==> src/rtl/rv32i_pkg.sv <==
// ---------------------------------------------------------------------------
// rv32i_pkg
//   Shared definitions for the multicycle RV32I control path: major opcode
//   values, controller state encoding, PC / write-back source selects, trap
//   cause codes and the instruction classes produced by ctrl_decoder.
// ---------------------------------------------------------------------------
package rv32i_pkg;

    // RV32I major opcodes (IR[6:0])
    localparam logic [6:0] OPC_LUI    = 7'b0110111;
    localparam logic [6:0] OPC_AUIPC  = 7'b0010111;
    localparam logic [6:0] OPC_JAL    = 7'b1101111;
    localparam logic [6:0] OPC_JALR   = 7'b1100111;
    localparam logic [6:0] OPC_BRANCH = 7'b1100011;
    localparam logic [6:0] OPC_LOAD   = 7'b0000011;
    localparam logic [6:0] OPC_STORE  = 7'b0100011;
    localparam logic [6:0] OPC_OPIMM  = 7'b0010011;
    localparam logic [6:0] OPC_OP     = 7'b0110011;
    localparam logic [6:0] OPC_FENCE  = 7'b0001111;
    localparam logic [6:0] OPC_SYSTEM = 7'b1110011;

    typedef enum logic [2:0] {
        ST_FETCH,
        ST_DECODE,
        ST_EXECUTE,
        ST_MEM,
        ST_WB,
        ST_TRAP
    } ctrl_state_t;

    typedef enum logic [1:0] {
        PCS_PLUS4  = 2'd0,
        PCS_BRANCH = 2'd1,   // PC + imm (JAL, taken branch)
        PCS_JALR   = 2'd2    // (rs1 + imm) & ~1
    } pc_sel_t;

    typedef enum logic [1:0] {
        WB_ALU  = 2'd0,
        WB_LOAD = 2'd1,
        WB_PC4  = 2'd2,
        WB_IMM  = 2'd3
    } wb_sel_t;

    typedef enum logic [1:0] {
        TC_NONE    = 2'd0,
        TC_ILLEGAL = 2'd1,
        TC_IMEM_TO = 2'd2,
        TC_DMEM_TO = 2'd3
    } trap_cause_t;

    typedef enum logic [3:0] {
        IC_ALU,      // OP, OP-IMM, AUIPC: ALU result written back
        IC_LOAD,
        IC_STORE,
        IC_BRANCH,
        IC_JAL,
        IC_JALR,
        IC_LUI,
        IC_NOP       // FENCE, SYSTEM: retire with PC+4 only
    } instr_class_t;

endpackage

==> src/rtl/ctrl_decoder.sv <==
// ---------------------------------------------------------------------------
// ctrl_decoder
//   Combinational opcode classifier for the multicycle controller.
//   Ports:
//     opcode     in   7  IR[6:0]
//     iclass     out  4  instr_class_t encoding of the instruction
//     alu_src_a  out  1  0=rs1, 1=PC
//     alu_src_b  out  1  0=rs2, 1=imm
//     wb_sel     out  2  write-back source for classes that write rd
//     legal      out  1  opcode is one of the 11 RV32I major opcodes
// ---------------------------------------------------------------------------
module ctrl_decoder
    import rv32i_pkg::*;
(
    input  logic [6:0] opcode,
    output logic [3:0] iclass,
    output logic       alu_src_a,
    output logic       alu_src_b,
    output logic [1:0] wb_sel,
    output logic       legal
);

    always_comb begin
        iclass    = IC_NOP;
        alu_src_a = 1'b0;
        alu_src_b = 1'b0;
        wb_sel    = WB_ALU;
        legal     = 1'b1;
        case (opcode)
            OPC_OP: begin
                iclass = IC_ALU;
            end
            OPC_OPIMM: begin
                iclass    = IC_ALU;
                alu_src_b = 1'b1;
            end
            OPC_AUIPC: begin
                iclass    = IC_ALU;
                alu_src_a = 1'b1;
                alu_src_b = 1'b1;
            end
            OPC_LUI: begin
                iclass    = IC_LUI;
                alu_src_b = 1'b1;
                wb_sel    = WB_IMM;
            end
            OPC_LOAD: begin
                iclass    = IC_LOAD;
                alu_src_b = 1'b1;
                wb_sel    = WB_LOAD;
            end
            OPC_STORE: begin
                iclass    = IC_STORE;
                alu_src_b = 1'b1;
            end
            // rs1 vs rs2 compare; the target comes from the PC adder
            OPC_BRANCH: begin
                iclass = IC_BRANCH;
            end
            OPC_JAL: begin
                iclass    = IC_JAL;
                alu_src_a = 1'b1;
                alu_src_b = 1'b1;
                wb_sel    = WB_PC4;
            end
            OPC_JALR: begin
                iclass    = IC_JALR;
                alu_src_b = 1'b1;
                wb_sel    = WB_PC4;
            end
            OPC_FENCE, OPC_SYSTEM: begin
                iclass = IC_NOP;
            end
            default: begin
                legal = 1'b0;
            end
        endcase
    end

endmodule

==> src/rtl/multicycle_controller.sv <==
// ---------------------------------------------------------------------------
// multicycle_controller
//   Control FSM of the multicycle RV32I core. Steps through
//   FETCH -> DECODE -> EXECUTE -> [MEM] -> [WB], driving per-state strobes to
//   the datapath, waiting on the memory ready handshakes and trapping on an
//   illegal opcode or a memory request that exceeds MEM_TIMEOUT wait cycles.
//
//   Parameters: MEM_TIMEOUT (wait cycles before timeout trap, >=1),
//               CNT_W (performance counter width).
//   Ports:
//     clk, resetn (synchronous, active-high: 1 = reset)
//     opcode, branch_taken, imem_ready, dmem_ready           inputs
//     imem_re, ir_we, pc_we, pc_sel, alu_src_a, alu_src_b,
//     dmem_re, dmem_we, rf_we, wb_sel                         datapath strobes
//     trap, trap_cause                                        error status
//     instret, cycles                                         perf counters
//
//   Build option: define CTRL_PERF_CNT_EN to implement instret/cycles;
//   otherwise both ports are tied to zero and no counter flops exist.
//
//   Strobes are decoded from the state register and gated with resetn, so a
//   reset asserted mid-instruction suppresses any rf/PC write in that cycle.
// ---------------------------------------------------------------------------
module multicycle_controller
    import rv32i_pkg::*;
#(
    parameter int MEM_TIMEOUT = 16,
    parameter int CNT_W       = 32
) (
    input  logic             clk,
    input  logic             resetn,
    input  logic [6:0]       opcode,
    input  logic             branch_taken,
    input  logic             imem_ready,
    input  logic             dmem_ready,
    output logic             imem_re,
    output logic             ir_we,
    output logic             pc_we,
    output logic [1:0]       pc_sel,
    output logic             alu_src_a,
    output logic             alu_src_b,
    output logic             dmem_re,
    output logic             dmem_we,
    output logic             rf_we,
    output logic [1:0]       wb_sel,
    output logic             trap,
    output logic [1:0]       trap_cause,
    output logic [CNT_W-1:0] instret,
    output logic [CNT_W-1:0] cycles
);

    localparam int TO_W = $clog2(MEM_TIMEOUT + 1);
    // Count value seen during the last permitted wait cycle
    localparam logic [TO_W-1:0] TO_LAST = TO_W'(MEM_TIMEOUT - 1);

    ctrl_state_t  state;
    trap_cause_t  cause_q;
    logic [TO_W-1:0] wait_cnt;

    logic [3:0]   dec_class_raw;
    instr_class_t dec_class;
    logic         dec_a, dec_b, dec_legal;
    logic [1:0]   dec_wb;

    ctrl_decoder u_dec (
        .opcode    (opcode),
        .iclass    (dec_class_raw),
        .alu_src_a (dec_a),
        .alu_src_b (dec_b),
        .wb_sel    (dec_wb),
        .legal     (dec_legal)
    );

    assign dec_class = instr_class_t'(dec_class_raw);

    // State register and wait counter. The counter defaults to zero on every
    // cycle so it is clear on entry to FETCH/MEM; it only advances while a
    // memory request is outstanding without ready.
    always_ff @(posedge clk) begin
        if (resetn) begin
            state    <= ST_FETCH;
            cause_q  <= TC_NONE;
            wait_cnt <= '0;
        end else begin
            wait_cnt <= '0;
            case (state)
                ST_FETCH: begin
                    if (imem_ready) begin
                        state <= ST_DECODE;
                    end else if (wait_cnt == TO_LAST) begin
                        state   <= ST_TRAP;
                        cause_q <= TC_IMEM_TO;
                    end else begin
                        wait_cnt <= wait_cnt + TO_W'(1);
                    end
                end
                ST_DECODE: begin
                    if (!dec_legal) begin
                        state   <= ST_TRAP;
                        cause_q <= TC_ILLEGAL;
                    end else begin
                        state <= ST_EXECUTE;
                    end
                end
                ST_EXECUTE: begin
                    case (dec_class)
                        IC_BRANCH, IC_NOP: state <= ST_FETCH;
                        IC_LOAD, IC_STORE: state <= ST_MEM;
                        default:           state <= ST_WB;
                    endcase
                end
                ST_MEM: begin
                    if (dmem_ready) begin
                        state <= (dec_class == IC_LOAD) ? ST_WB : ST_FETCH;
                    end else if (wait_cnt == TO_LAST) begin
                        state   <= ST_TRAP;
                        cause_q <= TC_DMEM_TO;
                    end else begin
                        wait_cnt <= wait_cnt + TO_W'(1);
                    end
                end
                ST_WB: begin
                    state <= ST_FETCH;
                end
                ST_TRAP: begin
                    state <= ST_TRAP;
                end
                default: begin
                    state <= ST_FETCH;
                end
            endcase
        end
    end

    // Strobe decode; everything is forced low while reset is asserted.
    always_comb begin
        imem_re    = 1'b0;
        ir_we      = 1'b0;
        pc_we      = 1'b0;
        pc_sel     = PCS_PLUS4;
        alu_src_a  = 1'b0;
        alu_src_b  = 1'b0;
        dmem_re    = 1'b0;
        dmem_we    = 1'b0;
        rf_we      = 1'b0;
        wb_sel     = WB_ALU;
        trap       = 1'b0;
        trap_cause = TC_NONE;
        if (!resetn) begin
            case (state)
                ST_FETCH: begin
                    imem_re = 1'b1;
                    ir_we   = imem_ready;
                end
                ST_EXECUTE: begin
                    alu_src_a = dec_a;
                    alu_src_b = dec_b;
                    if (dec_class == IC_BRANCH) begin
                        pc_we  = 1'b1;
                        pc_sel = branch_taken ? PCS_BRANCH : PCS_PLUS4;
                    end else if (dec_class == IC_NOP) begin
                        pc_we = 1'b1;
                    end
                end
                ST_MEM: begin
                    if (dec_class == IC_LOAD) begin
                        dmem_re = 1'b1;
                    end else if (dec_class == IC_STORE) begin
                        dmem_we = 1'b1;
                        pc_we   = dmem_ready;
                    end
                end
                ST_WB: begin
                    rf_we  = 1'b1;
                    wb_sel = dec_wb;
                    pc_we  = 1'b1;
                    if (dec_class == IC_JAL) begin
                        pc_sel = PCS_BRANCH;
                    end else if (dec_class == IC_JALR) begin
                        pc_sel = PCS_JALR;
                    end
                end
                ST_TRAP: begin
                    trap       = 1'b1;
                    trap_cause = cause_q;
                end
                default: begin
                end
            endcase
        end
    end

`ifdef CTRL_PERF_CNT_EN
    logic [CNT_W-1:0] cycles_q;
    logic [CNT_W-1:0] instret_q;

    // Both counters wrap naturally and hold their value once trapped.
    always_ff @(posedge clk) begin
        if (resetn) begin
            cycles_q  <= '0;
            instret_q <= '0;
        end else if (state != ST_TRAP) begin
            cycles_q <= cycles_q + CNT_W'(1);
            if (pc_we) begin
                instret_q <= instret_q + CNT_W'(1);
            end
        end
    end

    assign cycles  = cycles_q;
    assign instret = instret_q;
`else
    assign cycles  = '0;
    assign instret = '0;
`endif

endmodule

==> config.mk <==
export PLATFORM = sky130hd
export DESIGN_NAME = multicycle_controller
export DESIGN_NICKNAME = d
export VERILOG_FILES = /design/src/rtl/rv32i_pkg.sv /design/src/rtl/ctrl_decoder.sv /design/src/rtl/multicycle_controller.sv
export SDC_FILE = /design/constraint.sdc
export NUM_CORES = 1
export LEC_CHECK = 0
export ABC_AREA = 1
export CAP_MARGIN = 10
export CORE_AREA = 2 2 70 72
export DETAILED_ROUTE_END_ITERATION = 8
export DIE_AREA = 0 0 72 74
export MAX_ROUTING_LAYER = met4
export PLACE_DENSITY_LB_ADDON = 0.12
export SLEW_MARGIN = 25
export SYNTH_ARGS = -nofsm -noshare
export SYNTH_HDL_FRONTEND = slang
export SYNTH_HIERARCHICAL = 1
export SYNTH_SLANG_ARGS = --single-unit
==> constraint.sdc <==
create_clock -name clk -period 2.8 [get_ports clk]
set_input_delay 0.84 -clock clk [delete_from_list [all_inputs] [get_ports clk]]
set_output_delay 0.84 -clock clk [all_outputs]
set_load 0.01 [all_outputs]
==> flow_metrics.py, run 1 <==
metrics = {
    "yosys": {
        "synthAdderAreaFrac_pct": 0.841,
        "syn_inst": 233,
        "synth_compound_area_share_pct": 7.99,
        "synth_top_family_by_area": "buffers and inverters",
        "synth.largest_area_cell": "buf_4",
        "synth_area_leaders": "buf_4 33%, dfxtp_1 13%, nor2_1 8.3%",
        "ys_seq_area_share_pct": 13.5,
        "ys_seq_elements": 10,
        "synthMuxAreaShare_pct": 0,
        "synth_area_um2": 1490,
        "syn_area_per_cell_um2": 6.38,
        "synth_cell_types": 32,
        "yosys.area_share.simple_pct": 35.5,
        "yosys_warnings": 6,
        "synth_xor_area_share_pct": 0.589,
        "netlist.area_leader.share_pct": 32.8,
    },
    "setup_path": {
        "critPathSlowestCell": "buf_2",
        "cp_max_fo": 3,
        "crit_type": "input port to output pin",
        "required_ps": 1960,
        "critPathLaunchType": "input port",
        "cp_cell_sequence": "buf_8 -> inv_6 -> nand2_4 -> nor2_4 -> inv_2 -> nor2_4 -> nor2_4 -> nand2_4 -> nand2_4 -> inv_4 -> nand3_4 -> nor2_4 -> a21oi_2 -> o21ai_2 -> buf_2",
        "critPathCaptureType": "output pin",
        "critPathArrivalTime_ps": 2170,
        "crit_top_cell": "nor2_4",
        "reg2regPathDepth": 6,
        "cp_slowest_stage_delay_ps": 140,
    },
    "global_route": {
        "grt-ovfl-total": 0,
        "grt_pass1_vias": 1182,
        "antenna_found_initial": 0,
        "grt_use_total_pct": 12.9,
        "grt_first_pass_wirelength_um": 5330,
        "grt_max_degree": 14,
    },
    "route": {
        "drc": 0,
        "vias": 1470,
        "avgViaCountPerCell": 4.14,
        "routed_wirelength_um": 3710,
        "first_pass_iters": 4,
        "wl_per_cell_um": 10.4,
        "drt_iter0_markers": 75,
        "drtAntennaViolNets": 0,
    },
    "sta": {
        "max_freq_mhz": 332,
        "final.setup.worst_slack_ps": -209,
        "timing_hold_violations_final": 0,
        "rsz0062_at_grt": "true",
        "finalMaxSlewViolations": 0,
        "finalCriticalPeriod_ps": 3010,
        "fin_crit_sh_pct": 107,
        "fin_skew_ps": 0.894,
        "setup_viol": 5,
    },
    "placed_design": {
        "io_buffers": 26,
        "place.detailed.instances": 338,
        "hpwl_um": 2570,
        "place_congestion": 0.791,
        "place_ws_ps": -1120,
    },
    "final_layout": {
        "n_antenna_cell": 0,
        "fin_util_pct": 46.4,
        "nets": 315,
        "mostFrequentLayoutCell": "conb_1",
        "syn2layout_area_growth_pct": 43.5,
        "layout.cells.non_filler": 355,
        "layout_common_cells": "65 x conb_1, 37 x buf_4, 25 x nor2_1",
        "drive_gt1_share_pct": 40.2,
    },
    "cts": {
        "cts-buffers-inserted": 3,
        "cts_tree": "built",
        "clk_latency_ps": 230,
        "h-tree-depth": 1,
        "cts-root-buf": "clkbuf_8",
        "cts.clk_slew.worst_paths_ps": 50,
        "cts.path.max_buffers": 2,
        "clock_sinks": 10,
    },
    "die": {
        "rows": 25,
        "dieArea_um2": 5330,
        "die_h_um": 74,
        "initial_core_util_pct": 32.4,
        "coreArea_um2": 4600,
        "die_w_um": 72,
        "ios": 91,
    },
    "hold_path": {
        "whs_path_depth": 2,
        "hp-class": "register to register",
    },
    "power_and_ir_drop": {
        "vdd_drop_max_mv": 0.120,
        "p_leak_uw": 0.00112,
        "p_per_area_nw_per_um2": 276,
    },
    "run": {
        "maxCapViolations": 0,
    },
    "outcome": {
        "status": "finished, violations left",
        "violations": "negative setup slack",
    },
}
power by group:
| part | internal, uW | switching [uW] | total, uW |
|---|---|---|---|
| clock network | 124 | 60.2 | 184 |
| logic | 93.9 | 148 | 242 |
| registers | 152 | 10.3 | 163 |
final cells by class:
class / count / area [um2]
fill: 467 / 2460
multi-input combinational: 190 / 1120
timing repair buffer: 68 / 561
sequential: 10 / 200
inverter: 29 / 134
tap: 54 / 67.6
clock buffer: 4 / 55.1
sequential cells by signal, indices dropped and copies added, names as in the netlist:
name and cells:
cause_q 2, wait_cnt 5, state 3
cell families after synthesis:
logic type / count (synthesis)
XOR/XNOR: 1
buffers and inverters: 96
flip-flops: 10
AND/OR/NAND/NOR: 103
AO/OA/AOI/OAI: 20
adder cells (fa/ha/maj): 1
other: 2
metal layers:
layer | vias to the layer above | wire length [um] | global-route usage (%)
met5 | - | 0 | -
met3 | 8 | 211 | 0.949
met2 | 71 | 1890 | 21.9
li1 | 745 | - | -
met4 | 0 | 70 | 4.40
met1 | 646 | 1530 | 16.4
synth_stat cells:
cell type / number
clkbuf_1: 1
dfxtp_1: 10
o22ai_1: 1
nand4_1: 3
xnor2_1: 1
buf_6: 1
nand2_2: 5
o21ai_2: 2
o31ai_1: 1
or2_2: 1
nor2_2: 2
nor2_4: 3
a2bb2oi_1: 1
nor3_2: 2
nand3_2: 2
o21ai_1: 3
conb_1: 2
a21oi_1: 7
a31o_2: 1
nand2_4: 1
nand4_2: 1
nor3_1: 6
buf_4: 65
o21ai_0: 4
inv_2: 7
nand2_1: 24
nand3_1: 18
nor2_1: 33
nand3b_2: 1
inv_1: 22
ha_1: 1
nor3_4: 1
worst paths after layout:
kind / startpoint / end / slack, ps
min reg2reg: wait_cnt[4]$_SDFF_PP0_ / wait_cnt[4]$_SDFF_PP0_ / 450
min: wait_cnt[4]$_SDFF_PP0_ / wait_cnt[4]$_SDFF_PP0_ / 450
max reg2reg: state[1]$_SDFF_PP0_ / cause_q[1]$_SDFFE_PP0P_ / 1440
max: opcode[2] / pc_we / -210
stage by stage:
| step | area (um2) | setup TNS [ps] | hold slack, ps | power (uW) |
|---|---|---|---|---|
| 4_1_cts | 1990 | -924 | 450 | 569 |
| 3_3_place_gp | 1780 | -10000 | 436 | 363 |
| 5_1_grt | 2130 | -1190 | 467 | 625 |
| 2_1_floorplan | 1730 | -13.9 | 423 | 354 |
| 6_report | 2130 | -768 | 448 | 589 |
| 3_5_place_dp | 1780 | -9720 | 438 | 361 |
critical path, delay by kind of cell:
family,cells,cell delay (ps)
buffers and inverters,5,450
AOI/OAI and AO/OA,2,170
and+or+nand+nor,8,690
repair_timing:
action	4_1_cts	5_1_grt
gates resized for setup	103	39
setup endpoints to repair	15	9
buffers inserted	9	6
pin swaps	19	21
hold buffers	0	0
No activity file was read; power rests on OpenSTA's default activity.
==> inputs of run 2 (changes only) <==
--- a/config.mk
+++ b/config.mk
@@ -12,6 +12,8 @@
 export DIE_AREA = 0 0 72 74
 export MAX_ROUTING_LAYER = met4
 export PLACE_DENSITY_LB_ADDON = 0.12
+export RECOVER_POWER = 50
+export REMOVE_ABC_BUFFERS = 1
 export SLEW_MARGIN = 25
 export SYNTH_ARGS = -nofsm -noshare
 export SYNTH_HDL_FRONTEND = slang
==> run 2 against run 1 <==
  * The flow still finishes with violations (negative setup slack)
  * Register-to-register slack worse by 20 ps
  * Wire length decreased by 0.70%
  * Cell count is 2.8% higher
  * Utilization increased by 0.82 points
  * Critical path type unchanged
  * Largest cell class unchanged
==> flow_metrics.py, run 2 (synthesis results as in run 1) <==
metrics = {
    "placed_design": {
        "io_buffers": 26,
        "dpl-instance-area_um2": 1740,
        "hpwl_um": 2640,
        "place_congestion": 0.941,
        "place.detailed.instances": 335,
    },
    "final_layout": {
        "drive_gt1_share_pct": 39.9,
        "n_antenna_cell": 0,
        "largest_reg_flops": 5,
        "layout.cells.non_filler": 365,
        "nets": 326,
        "syn2layout_area_growth_pct": 46.0,
        "mostFrequentLayoutCell": "conb_1",
        "fill_cells": 479,
        "top_regs": "wait_cnt: 5 flops, state: 3 flops, cause_q: 2 flops",
        "layout_common_cells": "65 x conb_1, 50 x buf_4, 26 x nor2_1",
        "finalInstanceArea_um2": 2170,
        "regMostFlops": "wait_cnt",
    },
    "hold_path": {
        "hp-class": "register to register",
        "min_to": "wait_cnt[4]$_SDFF_PP0_",
        "min-delay-start": "wait_cnt[4]$_SDFF_PP0_",
        "whs_path_depth": 2,
    },
    "cts": {
        "cts.path.max_buffers": 2,
        "cts-buffers-inserted": 3,
        "h-tree-depth": 1,
        "cts.clk_slew.worst_paths_ps": 40,
        "holdBufCountCts": 0,
        "cts-root-buf": "clkbuf_8",
        "clock_sinks": 10,
        "clk_latency_ps": 230,
        "cts_tree": "built",
    },
    "global_route": {
        "grt_use_met1_pct": 14.1,
        "grt_max_degree": 10,
        "grt_use_met2_pct": 24.0,
        "grt_use_total_pct": 13.2,
        "antenna_found_initial": 0,
        "grt_first_pass_wirelength_um": 5470,
        "grt-ovfl-total": 0,
        "grtUsageMet3_pct": 3.66,
        "busiest_layer": "met2",
        "grt_pass1_vias": 1314,
    },
    "die": {
        "ios": 91,
        "die_h_um": 74,
        "rows": 25,
        "initial_core_util_pct": 32.4,
        "dieArea_um2": 5330,
        "coreArea_um2": 4600,
        "die_w_um": 72,
    },
    "power_and_ir_drop": {
        "clkPwrFrac_pct": 26.2,
        "p_sw_share_pct": 37.5,
        "p_leak_uw": 0.00117,
        "p_int_uw": 338,
        "vdd_drop_max_mv": 0.108,
        "p_comb_share_pct": 43.4,
        "p_per_area_nw_per_um2": 249,
        "pwr-share-seq_pct": 30.3,
        "switching_power_uw": 202,
    },
    "setup_path": {
        "critPathCaptureType": "output pin",
        "cp_cell_sequence": "buf_12 -> inv_8 -> nand2_4 -> nor2_2 -> nand2_2 -> nand2_4 -> nor2_4 -> nand2_4 -> nand2_4 -> or2_2 -> o21ai_2 -> buf_2",
        "required_ps": 1960,
        "reg2reg_setup_slack_ps": 1420,
        "crit_type": "input port to output pin",
        "cp_max_fo": 5,
        "critPathArrivalTime_ps": 2190,
        "critPathLaunchType": "input port",
        "reg2reg_from": "state[1]$_SDFF_PP0_",
        "reg2regPathDepth": 6,
        "critPathSlowestCell": "or2_2",
        "timing.rr.end": "wait_cnt[0]$_SDFF_PP0_",
        "cp_slowest_stage_delay_ps": 330,
        "crit_top_cell": "nand2_4",
    },
    "outcome": {
        "violations": "negative setup slack",
        "status": "finished, violations left",
    },
    "sta": {
        "rsz0062_at_grt": "true",
        "max_freq_mhz": 330,
        "timing_hold_violations_final": 0,
        "finalCriticalPeriod_ps": 3030,
        "fin_crit_sh_pct": 108,
        "whs_ps": 439,
        "fin_skew_ps": 3.62,
        "setup_viol": 8,
        "finalMaxSlewViolations": 0,
        "final.setup.worst_slack_ps": -233,
    },
    "route": {
        "avgViaCountPerCell": 4.15,
        "drtAntennaViolNets": 0,
        "first_pass_iters": 4,
        "wl_per_cell_um": 10.1,
        "drc": 0,
        "routed_wirelength_um": 3680,
        "vias": 1515,
        "drt_iter0_markers": 54,
    },
    "run": {
        "maxCapViolations": 0,
    },
}
==> run 2: changes by cell type in the layout (fill, tap and decap cells not counted), moves of 2 or more <==
cell,previous run,this run
nor3_1,3,5
nand2_2,5,2
o21ai_0,1,3
clkdlybuf4s50_1,4,2
buf_6,9,4
buf_2,8,5
buf_4,37,50
nor2_4,9,5
clkbuf_2,1,4
nor2_2,4,7
==> run 2: layer usage <==
| layer | vias up | wire length (um) | part of all wire [%] |
|---|---|---|---|
| met1 | 669 | 1340 | 37 |
| li1 | 760 | - | - |
| met5 | - | 0 | 0 |
| met4 | 0 | 77 | 2.1 |
| met2 | 78 | 1970 | 53 |
| met3 | 8 | 291 | 7.9 |
==> run 2: stage by stage <==
step	util [%]	total power, uW	TNS [ps]	setup WS [ps]
global route	47.2	581	-2250	-354
floorplan	-	284	-168	-130
detailed placement	37.9	359	-10170	-1180
CTS	43.7	523	-1610	-262
global placement	37.9	361	-10050	-1160
finish	47.2	540	-1020	-233
==> run 2: power by group through the flow <==
stage,clock network [uW],registers [uW],logic [uW]
2_1_floorplan,0,164,120
3_3_place_gp,0,167,194
3_5_place_dp,0,166,193
4_1_cts,148,164,212
5_1_grt,157,165,259
6_report,142,164,235
==> run 2: worst max-delay path by stage <==
stage	slack [ps]	from	cells past startpoint	end
CTS	-260	opcode[2]	15	pc_we
detailed placement	-1180	opcode[1]	14	pc_we
global placement	-1160	opcode[1]	14	pc_we
global route	-350	opcode[6]	15	pc_sel[0]
finish	-230	opcode[6]	12	pc_sel[0]
floorplan	-130	opcode[2]	13	pc_we
==> run 2: area by class of cell <==
type                            count  area, um2  area share, %
Multi-Input combinational cell    190       1080           49.8
Clock buffer                        3       41.3           1.90
Tap cell                           54       67.6           3.11
Timing Repair Buffer               79        643           29.6
Inverter                           29        139           6.39
Sequential cell                    10        200           9.22
==> run 2: repair_timing <==
action	in CTS	in global routing
pin swaps	22	21
setup buffers	23	4
setup endpoints to repair	15	14
gates resized for setup	95	48
cloned	0	0
==> run 2: worst max-delay path: cells and delay by family <==
kind | cells | cell delay (ps)
buffers and inverters | 3 | 320
AND/OR/NAND/NOR | 8 | 890
AO/OA/AOI/OAI | 1 | 140
